==> config.mk <==
export PLATFORM = sky130hd
export DESIGN_NAME = divide_block
export DESIGN_NICKNAME = d
export VERILOG_FILES = /design/src/rtl/calc_pkg.sv /design/src/rtl/div_complement_to_2.sv /design/src/rtl/divide_block.sv
export SDC_FILE = /design/constraint.sdc
export NUM_CORES = 1
export LEC_CHECK = 0
export CORE_UTILIZATION = 56
export CTS_CLUSTER_DIAMETER = 80
export DETAILED_ROUTE_END_ITERATION = 8
export PLACE_DENSITY = 0.79
export SYNTH_ARGS = -nofsm -noshare
export SYNTH_HDL_FRONTEND = slang
export SYNTH_SLANG_ARGS = --single-unit
==> constraint.sdc <==
create_clock -name clk -period 3.1 [get_ports clk]
set_clock_uncertainty 0.15 [all_clocks]
set_input_delay 0.93 -clock clk [delete_from_list [all_inputs] [get_ports clk]]
set_output_delay 0.93 -clock clk [all_outputs]
set_load 0.02 [all_outputs]
==> src/rtl/calc_pkg.sv <==
// Shared definitions for the calculator ALU arithmetic blocks.
// Holds the divider width default, its FSM encoding and the ALU opcodes for MUL/DIV.
package calc_pkg;

    localparam int DIV_W = 4;

    typedef enum logic [1:0] {
        ST_IDLE = 2'd0,
        ST_PREP = 2'd1,
        ST_ITER = 2'd2,
        ST_FIX  = 2'd3
    } div_state_t;

    localparam logic [3:0] ALU_OP_MUL = 4'h6;
    localparam logic [3:0] ALU_OP_DIV = 4'h7;

endpackage

==> src/rtl/div_complement_to_2.sv <==
// Conditional two's-complement negate on a W+1-bit value.
// Used for operand magnitudes on the way in and for the sign fix on the way out.
module div_complement_to_2 #(
    parameter int W = 4
) (
    input  logic [W:0] i_val,
    input  logic       i_neg,
    output logic [W:0] o_val
);

    assign o_val = i_neg ? (~i_val + {{W{1'b0}}, 1'b1}) : i_val;

endmodule

==> src/rtl/divide_block.sv <==
// Sequential signed restoring divider, one quotient bit per clock on magnitudes.
// state | meaning: IDLE wait start | PREP magnitudes/flags | ITER W bit steps | FIX sign fix, done
module divide_block
    import calc_pkg::*;
#(
    parameter int W = DIV_W
) (
    input  logic         clk,
    input  logic         rst_n,
    input  logic [W-1:0] dividend,
    input  logic [W-1:0] divisor,
    input  logic         start,
    output logic [W-1:0] quotient,
    output logic [W-1:0] remainder,
    output logic         busy,
    output logic         done,
    output logic         div_by_zero,
    output logic         overflow
);

    localparam int CNT_W = $clog2(W);
    localparam int IDX_W = $clog2(W + 1);
    localparam logic [CNT_W-1:0] CNT_LAST = CNT_W'(W - 1);
    localparam logic [W-1:0]     MOST_NEG = {1'b1, {(W-1){1'b0}}};

    div_state_t r_state;
    div_state_t w_state_next;

    logic [W-1:0]     r_a_op;
    logic [W-1:0]     r_b_op;
    logic [W:0]       r_a_mag;
    logic [W:0]       r_b_mag;
    logic [W:0]       r_rem;
    logic [W-1:0]     r_q;
    logic [CNT_W-1:0] r_cnt;
    logic             r_q_neg;
    logic             r_r_neg;
    logic [W-1:0]     r_quotient;
    logic [W-1:0]     r_remainder;
    logic             r_busy;
    logic             r_done;
    logic             r_dbz;
    logic             r_ovf;

    logic             w_accept;
    logic             w_prep;
    logic             w_iter;
    logic             w_fix;
    logic             w_last;
    logic [IDX_W-1:0] w_idx;
    logic [W:0]       w_shift;
    logic [W:0]       w_diff;
    logic             w_ge;
    logic [W:0]       w_na_in;
    logic             w_na_neg;
    logic [W:0]       w_na_out;
    logic [W:0]       w_nb_in;
    logic             w_nb_neg;
    logic [W:0]       w_nb_out;

    always_ff @(posedge clk or negedge rst_n) begin
        if (!rst_n) r_state <= ST_IDLE;
        else        r_state <= w_state_next;
    end

    always_comb begin
        w_state_next = r_state;
        case (r_state)
            ST_IDLE: if (w_accept) w_state_next = ST_PREP;
            ST_PREP: w_state_next = ST_ITER;
            ST_ITER: if (w_last) w_state_next = ST_FIX;
            ST_FIX:  w_state_next = ST_IDLE;
            default: w_state_next = ST_IDLE;
        endcase
    end

    // A start during the done cycle is refused so the earliest restart is one cycle later.
    always_comb begin
        w_accept = 1'b0;
        w_prep   = 1'b0;
        w_iter   = 1'b0;
        w_fix    = 1'b0;
        case (r_state)
            ST_IDLE: w_accept = start & ~r_done;
            ST_PREP: w_prep   = 1'b1;
            ST_ITER: w_iter   = 1'b1;
            ST_FIX:  w_fix    = 1'b1;
            default: ;
        endcase
    end

    assign w_last  = (r_cnt == '0);
    assign w_idx   = IDX_W'(r_cnt);
    assign w_shift = {r_rem[W-1:0], r_a_mag[w_idx]};
    assign w_ge    = (w_shift >= r_b_mag);
    assign w_diff  = w_shift - r_b_mag;

    assign w_na_in  = w_prep ? {r_a_op[W-1], r_a_op} : {1'b0, r_q};
    assign w_na_neg = w_prep ? r_a_op[W-1] : r_q_neg;
    assign w_nb_in  = w_prep ? {r_b_op[W-1], r_b_op} : r_rem;
    assign w_nb_neg = w_prep ? r_b_op[W-1] : r_r_neg;

    div_complement_to_2 #(.W(W)) u_neg_a (
        .i_val (w_na_in),
        .i_neg (w_na_neg),
        .o_val (w_na_out)
    );

    div_complement_to_2 #(.W(W)) u_neg_b (
        .i_val (w_nb_in),
        .i_neg (w_nb_neg),
        .o_val (w_nb_out)
    );

    always_ff @(posedge clk or negedge rst_n) begin
        if (!rst_n) begin
            r_a_op      <= '0;
            r_b_op      <= '0;
            r_a_mag     <= '0;
            r_b_mag     <= '0;
            r_rem       <= '0;
            r_q         <= '0;
            r_cnt       <= '0;
            r_q_neg     <= 1'b0;
            r_r_neg     <= 1'b0;
            r_quotient  <= '0;
            r_remainder <= '0;
            r_busy      <= 1'b0;
            r_done      <= 1'b0;
            r_dbz       <= 1'b0;
            r_ovf       <= 1'b0;
        end else begin
            r_done <= w_fix;
            if (w_accept) begin
                r_a_op <= dividend;
                r_b_op <= divisor;
                r_dbz  <= 1'b0;
                r_ovf  <= 1'b0;
                r_busy <= 1'b1;
            end
            if (w_prep) begin
                r_a_mag <= w_na_out;
                r_b_mag <= w_nb_out;
                r_q_neg <= r_a_op[W-1] ^ r_b_op[W-1];
                r_r_neg <= r_a_op[W-1];
                r_dbz   <= (r_b_op == '0);
                r_ovf   <= (r_a_op == MOST_NEG) && (r_b_op == '1);
                r_rem   <= '0;
                r_q     <= '0;
                r_cnt   <= CNT_LAST;
            end
            if (w_iter) begin
                r_rem      <= w_ge ? w_diff : w_shift;
                r_q[r_cnt] <= w_ge;
                if (!w_last) r_cnt <= r_cnt - CNT_W'(1);
            end
            // Special cases still take the full iteration time; only the result is overridden.
            if (w_fix) begin
                r_busy <= 1'b0;
                if (r_dbz) begin
                    r_quotient  <= '1;
                    r_remainder <= r_a_op;
                end else if (r_ovf) begin
                    r_quotient  <= MOST_NEG;
                    r_remainder <= '0;
                end else begin
                    r_quotient  <= w_na_out[W-1:0];
                    r_remainder <= w_nb_out[W-1:0];
                end
            end
        end
    end

    assign quotient    = r_quotient;
    assign remainder   = r_remainder;
    assign busy        = r_busy;
    assign done        = r_done;
    assign div_by_zero = r_dbz;
    assign overflow    = r_ovf;

endmodule
==> results of run 1 <==
==> routing by layer <==
metal,vias to the layer above,global-route usage
met4,0,0.0951
met2,40,0.393
met1,813,0.322
li1,798,-
met3,9,0.0466
met5,-,0
==> sequential cells by signal, summed over array words and instances, names as in the netlist <==
register     flops
r_b_op           4
busy             1
remainder        4
r_state          2
done             1
r_q_neg          1
r_b_mag          5
r_a_op           4
r_q              4
quotient         4
overflow         1
r_rem            4
r_r_neg          1
div_by_zero      1
r_a_mag          4
r_cnt            2
==> area by class of cell <==
class / instances / share of cell area
clock buffer: 6 / 0.0276
clock inverter: 1 / 0.0114
inverter: 17 / 0.0243
multi-input combinational: 148 / 0.414
sequential: 43 / 0.410
tap: 48 / 0.0229
timing repair buffer: 25 / 0.0905
==> worst min-delay path, stage by stage, from the launching register on <==
cell	delay, ns
dfrtp_1	0.32
inv_1	0.05
nor2_1	0.08
==> metrics by stage <==
step	hold WS [ns]	area (µm²)	setup WS, ns	util
2_1_floorplan	0.296	2280	0.779	-
3_3_place_gp	0.311	2520	0.641	0.669
3_5_place_dp	0.322	2520	0.601	0.669
4_1_cts	0.338	2630	0.535	0.696
5_1_grt	0.360	2630	0.364	0.696
6_report	0.332	2630	0.536	0.696
==> worst max path at each step <==
stage | from | to | cells past startpoint
final | div_by_zero | div_by_zero | 1
after detailed placement | r_state[1] | r_b_mag[2] | 11
after floorplan | r_cnt[0] | r_rem[0] | 9
after global placement | r_state[1] | r_b_mag[2] | 11
after CTS | div_by_zero | div_by_zero | 1
after global routing | r_state[1] | r_b_mag[2] | 11
==> kinds of logic after synthesis <==
group,Yosys count
and+or+nand+nor,53
AOI/OAI and AO/OA,52
DFF,43
buffers and inverters,28
muxes,24
adders and majority gates,12
xor gates and xnor gates,7
==> cell usage in the layout, fill, tap and decap left out, types with 4 or more instances in the layout <==
cell type         n
a21boi_0          4
dfrtp_1          43
nand3_1           5
inv_1            17
a21oi_1          14
clkbuf_8          5
nand3b_1          5
o22ai_1           4
nor2_1           15
o21ai_0          13
nand2_1          18
mux2_2           14
ha_1             11
clkdlybuf4s50_1  21
xnor2_1           5
mux2i_1           8
o21a_1            5
==> where the power goes <==
part           leakage (µW)  internal, µW  switching, µW
Combinational      0.000525           809            862
Clock             0.0000513           236            183
Sequential         0.000531           807            247
Total               0.00111          1850           1290
==> qor.csv, run 1 <==
stage;metric;value;unit
run_status;status;complete, no violations;
global_routing;grt_pass1_vias;1669;
critical_path;cp.arrival;1.48;ns
yosys;synth_fa_ha_area_frac;0.0691;
clock_network;clockBufferDepth;2;
timing;timing.fmax;390;MHz
timing;setup_viol;0;
placement;port_buffers;22;
drt;top_layer;met4;
die;die_w;65.8;µm
layout;area_delta_synth_final;15.1;%
clock_network;clock-sinks;43;
min_path;worstHoldStart;r_b_mag[4];
timing;slew_viol_final;0;
die;rows;22;
yosys;avgSynthCellArea;10.4;µm²
clock_network;path_clk_slew;0.07;ns
clock_network;clock_latency;0.30;ns
layout;filler_cell_count;307;
yosys;synth_top_area_share;0.472;
global_routing;grt_pass1_wl;7.83;mm
yosys;synth.cell_area;2280;µm²
yosys;synth_compound_area_frac;0.148;
drt;antenna_left;0;
yosys;synth_edf_count;0;
die;design.portCount;23;
drt;drt_iter0_markers;115;
power_and_ir_drop;power.density;1200;nW/µm²
critical_path;worstPathCellList;clkdlybuf4s50_1;
critical_path;r2r_start;r_cnt[0];
placement;dp_cells;281;
timing;hold_viol;0;
yosys;ys_top_cells_by_count;dfrtp_1 (43), nand2_1 (18), inv_1 (17), nor2_1 (15);
yosys;ys_seq_elements;43;
power_and_ir_drop;finalPower;3140;µW
layout;antenna-diode-count;0;
yosys;synth_cell_types;40;
yosys;netlist.top_cell.by_area;dfrtp_1;
yosys;synth.most_common_cell;dfrtp_1;
timing;fin_crit_sh;0.827;
min_path;whs_path_depth;2;
drt;met2_length;2.17;mm
die;fp.dieH;65.8;µm
min_path;min_to;r_b_mag[4];
yosys;synthXorXnorAreaFrac;0.0269;
timing;rsz0062_at_grt;false;
layout;finalNetCount;263;
drt;dr_wl_met3;202;µm
layout;drive_gt1_frac;0.121;
drt;drc_errors;0;
die;start_util;0.605;
critical_path;crit_buf_inv;1;
critical_path;crit_family;buffers and inverters;
die;core;3770;µm²
clock_network;cts_max_level;2;
critical_path;crit_path_end_kind;output pin;
global_routing;grt_overflow;0;
placement;place.gp.congestion;0.827;
yosys;ys.flop_type;dfrtp_1;
drt;met1_length;2.13;mm
yosys;synthArstFlopShare;1.00;
drt;viasPerCell;5.76;
power_and_ir_drop;vdd_drop_max;0.000784;V
timing;tightestPinTransition;0.925;ns
yosys;ys_seq_area_frac;0.472;
yosys;synth_nets;242;
clock_network;cts_root_buf;clkbuf_8;
clock_network;ctsHoldBuffers;0;
placement;hpwl;3.27;mm
layout;seq_area;1080;µm²
yosys;synthSimpleGateAreaFrac;0.111;
yosys;yosysWarnings;0;
critical_path;worst-setup-path-type;reg -> out;
drt;routed_wl;4.58;mm
layout;stdcell_count;288;
clock_network;post_cts_resized;0;
layout;multiInputGateArea;1090;µm²
critical_path;reg2reg_slack;0.54;ns
critical_path;reg2regPathDepth;8;
critical_path;r2r_end;r_rem[0];
clock_network;cts_buffers;5;
power_and_ir_drop;p_leak;0.00111;µW
drt;post_drt_wl_per_cell;15.9;µm
drt;drt-pass1-iter-count;5;
global_routing;grtUsageTotal;0.244;
drt;dr_total_vias;1660;
yosys;synth_top_family_by_area;compound AO/OA/AOI/OAI gates;
critical_path;crit_fanout;10;
clock_network;cts_tree;done;
critical_path;cp_slowest_cell;clkdlybuf4s50_1;
timing;fin_crit;2.56;ns
global_routing;antenna_found_initial;0;
yosys;netlist_instances;219;
global_routing;grt_max_degree;44;
critical_path;worst_setup_path_start_kind;register;
critical_path;cp_data_required_time;2.02;ns
yosys;synthTopCellsByArea;dfrtp_1 (47%), mux2_2 (6.9%), ha_1 (6.0%);
clock_network;postCtsSetupRepairBufs;0;
critical_path;critPathMaxStageDelay;0.66;ns
timing;final.setup.tns;0;ns
job;drv_cap;0;
yosys;synthMuxAreaShare;0.121;
min_path;hold_class;reg -> reg;
die;die_area;4330;µm²
timing;max_slew_margin;0.383;
Power figures use the tool's default switching activity.
==> run 2, diff against run 1 <==
Settings changed: CORE_UTILIZATION 56 to 51, PLACE_DENSITY 0.79 to 0.76.
Clock period 3.1 ns to 2.1 ns, I/O delays scaled along.
==> run 2 against run 1 <==
The run now ends with negative setup slack left. Sequential share of layout area down 5.7 points. Clock-buffer cell count unchanged. Core utilization up 3.9 points. Critical endpoint is now r_rem[0].
==> qor.csv, run 2 (synthesized netlist as in run 1, its figures left out) <==
stage;metric;value;unit;change
placement;port_buffers;22;;unchanged
layout;layout_commonest_cell;dfrtp_1;;
power_and_ir_drop;vdd_drop_max;0.00121;V;+54%
critical_path;cp_slowest_cell;mux4_2;;
global_routing;grtUsageTotal;0.251;;+0.00764
timing;slew_viol_final;0;;unchanged
run_status;status;complete, but fails checks;;
power_and_ir_drop;power.density;1890;nW/µm²;+58%
die;rows;23;;+4.5%
layout;layout_common_cells;dfrtp_1 (43), buf_4 (32), clkdlybuf4s50_1 (21), nand2_1 (17), nor2_1 (14);;
die;die_area;4740;µm²;+9.5%
layout;largest_reg_flops;5;;unchanged
timing;rsz0062_at_grt;true;;
clock_network;cts_root_buf;clkbuf_8;;
layout;design_area;3050;µm²;+16%
placement;hpwl;3.56;mm;+9.0%
placement;dp_slack;-0.182;ns;-0.782 ns
critical_path;worstPathCellList;mux4_2 > inv_2 > ha_4 > nand4_1 > nand2_2 > o22ai_4 > mux2_4 > o22ai_2;;
global_routing;grt_overflow;0;;unchanged
critical_path;worst_setup_path_start_kind;register;;
layout;area_delta_synth_final;33.6;%;
timing;tightestPinTransition;0.616;ns;-0.310 ns
die;start_util;0.550;;-0.0544
clock_network;cts_buffers;5;;unchanged
timing;max_slew_margin;0.590;;+0.206
timing;timing.final.ws_setup;-0.154;ns;-0.690 ns
critical_path;crit_fanout;5;;-5
run_status;violations;negative setup slack;;
layout;utilization;0.735;;+0.0388
clock_network;cts_max_level;2;;unchanged
timing;timing.fmax;444;MHz;
critical_path;cp.arrival;2.33;ns;+0.85 ns
timing;setup_viol;11;;+11
job;drv_cap;0;;unchanged
global_routing;antenna_found_initial;0;;unchanged
clock_network;path_clk_slew;0.08;ns;about the same
timing;holdWs;0.244;ns;-0.0883 ns
die;fp.dieH;68.9;µm;+4.6%
critical_path;r2r_start;r_cnt[0];;
clock_network;cts_tree;done;;
placement;dpl_cell_area;2710;µm²;+7.3%
die;die_w;68.9;µm;+4.6%
timing;hold_viol;0;;unchanged
drt;drc_errors;0;;unchanged
timing;fin_crit_sh;1.07;;
layout;antenna-diode-count;0;;unchanged
layout;finalNetCount;296;;+13%
layout;regMostFlops;r_b_mag;;
critical_path;startpoint;r_cnt[0];;
clock_network;clockBufferDepth;2;;unchanged
layout;drive_gt1_frac;0.314;;+0.193
drt;routed_wl;5.37;mm;+17%
placement;place.gp.congestion;0.893;;+7.9%
drt;drt-pass1-iter-count;6;;+1
power_and_ir_drop;finalPower;5760;µW;+83%
global_routing;grt_max_degree;44;;unchanged
power_and_ir_drop;p_leak;0.00131;µW;+18%
die;design.portCount;23;;unchanged
drt;antenna_left;0;;unchanged
global_routing;grt_pass1_wl;8.42;mm;+7.5%
critical_path;critPathMaxStageDelay;0.52;ns;-0.14 ns
critical_path;crit_path_end_kind;register;;
min_path;hold_class;in -> async;;
drt;drt_iter0_markers;215;;+87%
clock_network;clock-sinks;43;;unchanged
timing;fin_crit;2.25;ns;
drt;viasPerCell;5.68;;-1.5%
die;core;4140;µm²;+9.9%
drt;post_drt_wl_per_cell;16.6;µm;+4.2%
drt;dr_total_vias;1839;;+11%
critical_path;worst-setup-path-type;reg -> reg;;
critical_path;cp_data_required_time;2.18;ns;+0.16 ns
global_routing;grt_pass1_vias;1714;;+2.7%
clock_network;clock_latency;0.30;ns;about the same
[run 2: path summary, 6_finish.rpt]
path | cells past startpoint | slack [ns] | end
setup / recovery | 8 | -0.15 | r_rem[0]
min in group clk | 1 | 0.33 | remainder[0]
hold / removal | 2 | 0.24 | r_q[3]
max in group asynchronous | 2 | 1.18 | r_b_op[2]
setup reg to reg | 8 | -0.15 | r_rem[0]
hold reg to reg | 1 | 0.33 | remainder[0]
[run 2: final cells by class]
| type | count | area (µm²) |
|---|---|---|
| clock buffers | 6 | 82.6 |
| flip-flops and latches | 43 | 1080 |
| well taps | 50 | 62.6 |
| repair buffers | 58 | 508 |
| inverters | 17 | 66.3 |
| fillers | 304 | 1100 |
| clock inverters | 2 | 35.0 |
| multi-input cells | 148 | 1220 |
[run 2: power by group]
| group | leakage (µW) | switching (µW) | internal [µW] |
|---|---|---|---|
| combinational | 0.000713 | 1660 | 1900 |
| clock | 0.0000612 | 288 | 385 |
| sequential | 0.000531 | 336 | 1190 |
[run 2: routing by layer]
layer  wire length [µm]  GRT usage  vias to the layer above
li1                   -          -                      869
met1               2450      0.344                      907
met2               2590      0.392                       52
met3                214     0.0444                       11
met4                120      0.105                        0
met5                  0          0                        -
[run 2: timing repair]
item                                    in CTS  in global routing
endpoints found under the setup margin      16                 15
setup buffers                                8                  6
hold buffers                                 0                  0
gates resized for setup                     12                 21
pin swaps                                    7                 13
cloned                                       0                  0
[run 2: per-stage QoR]
stage / std cells / setup TNS, ns
after floorplan: 219 / -0.389
after global placement: 303 / -0.790
after detailed placement: 303 / -1.38
after CTS: 319 / -0.519
after global routing: 324 / -2.00
final: 324 / -0.949
[run 2: worst max-delay path, delay by kind of cell (launching register included)]
kind	cells	cell delay, ns
buffers and inverters	1	0.10
flip-flops	1	0.38
multiplexers	2	0.86
AO/OA/AOI/OAI	2	0.33
AND/OR/NAND/NOR	2	0.16
adder cells (fa/ha/maj)	1	0.20
==> RTL change (settings of run 1) <==
Set the package constant `DIV_W` to 8 (it was 4).
--- a/src/rtl/calc_pkg.sv
+++ b/src/rtl/calc_pkg.sv
@@ -2,7 +2,7 @@
 // Holds the divider width default, its FSM encoding and the ALU opcodes for MUL/DIV.
 package calc_pkg;
 
-    localparam int DIV_W = 4;
+    localparam int DIV_W = 8;
 
     typedef enum logic [1:0] {
         ST_IDLE = 2'd0,
Interface: changed (resized dividend, divisor, quotient and remainder); port bits go from 23 to 39. The function was not compared with the original's and may differ.
==> RTL change against run 1 <==
Area after synthesis up 86%. Sequential cell count up 33. Die area up 83%. Utilization down 1.5 points. Worst setup slack worse by 0.40 ns. Total power up 110%. Final area up 89%. First-iteration DRC count rose to 2.6 times the old value. Routed wire length up 110%.
==> RTL change: results (changes against run 1) <==
[status]
outcome=complete, no violations

[pwr]
p_per_area_nw_per_um2=1300  ; +8.6%
internal_power_mw=3.63  ; +96%
p_leak_nw=2.14  ; +93%

[logic_synthesis]
synth.cells.most_frequent=76 x dfrtp_1, 33 x a21oi_1, 33 x nor2_1
synth-xor-area-share=0.0392  ; +0.0123
synth_compound_area_frac=0.149  ; +0.000847
synth-adder-area-share=0.0548  ; -0.0144

[clock_network]
cts_made_buffers=9  ; +4
cts_resized=1  ; +1

[min_path]
min_to=remainder[0]
whs_path_depth=1  ; -1

[detailed_routing]
wl_met1_um=4210  ; +98%
met3_wirelength_um=498  ; +150%
wirelength_um=9460  ; +110%
dr_wl_met2_um=4540  ; +110%
drtIter0Drc=297  ; +160%

[timing]
whs_ns=0.332  ; -0.000558 ns

[global_routing]
grt_max_degree=42  ; -4.5%
grt_util_met3=0.0342  ; -0.0124

[placed_design]
placedCellCount=548  ; +95%
gp_congestion=0.862  ; +4.3%

[critical_path]
r2r_cells=10  ; +2
r2r_end=r_rem[1]
cp.arrival_ns=3.07  ; +1.59 ns
crit_fanout=9  ; -1

[cells_and_area]
buf_share=0.0942  ; +0.00371
nNetsFinal=497  ; +89%

==> RTL change: cell count changes after synthesis, moves of 9 or more <==
cell             run 1  this run
mux2_2              14        25
inv_1               17        30
xnor2_1              5        14
dfrtp_1             43        76
a21oi_1             14        33
nand2b_1             3        12
mux2i_1              8        23
nor2_1              15        33
==> RTL change: worst max-delay path, cell delays in order, from the launching register on <==
cell      delay [ns]
dfrtp_1         0.42
mux4_2          0.54
mux2i_4         0.20
ha_1            0.27
nand2b_1        0.15
a21oi_1         0.14
o211ai_1        0.09
a31oi_1         0.21
buf_4           0.23
mux2_2          0.35
o22ai_1         0.13
==> RTL change: how the worst max path moves through the flow <==
stage / start / to / depth (start not counted)
6_report: r_cnt[0] / r_rem[1] / 10
4_1_cts: r_cnt[0] / r_rem[1] / 10
3_5_place_dp: r_cnt[0] / r_rem[1] / 10
3_3_place_gp: r_cnt[0] / r_rem[1] / 10
5_1_grt: r_cnt[0] / r_rem[1] / 10
2_1_floorplan: r_cnt[0] / r_rem[1] / 11
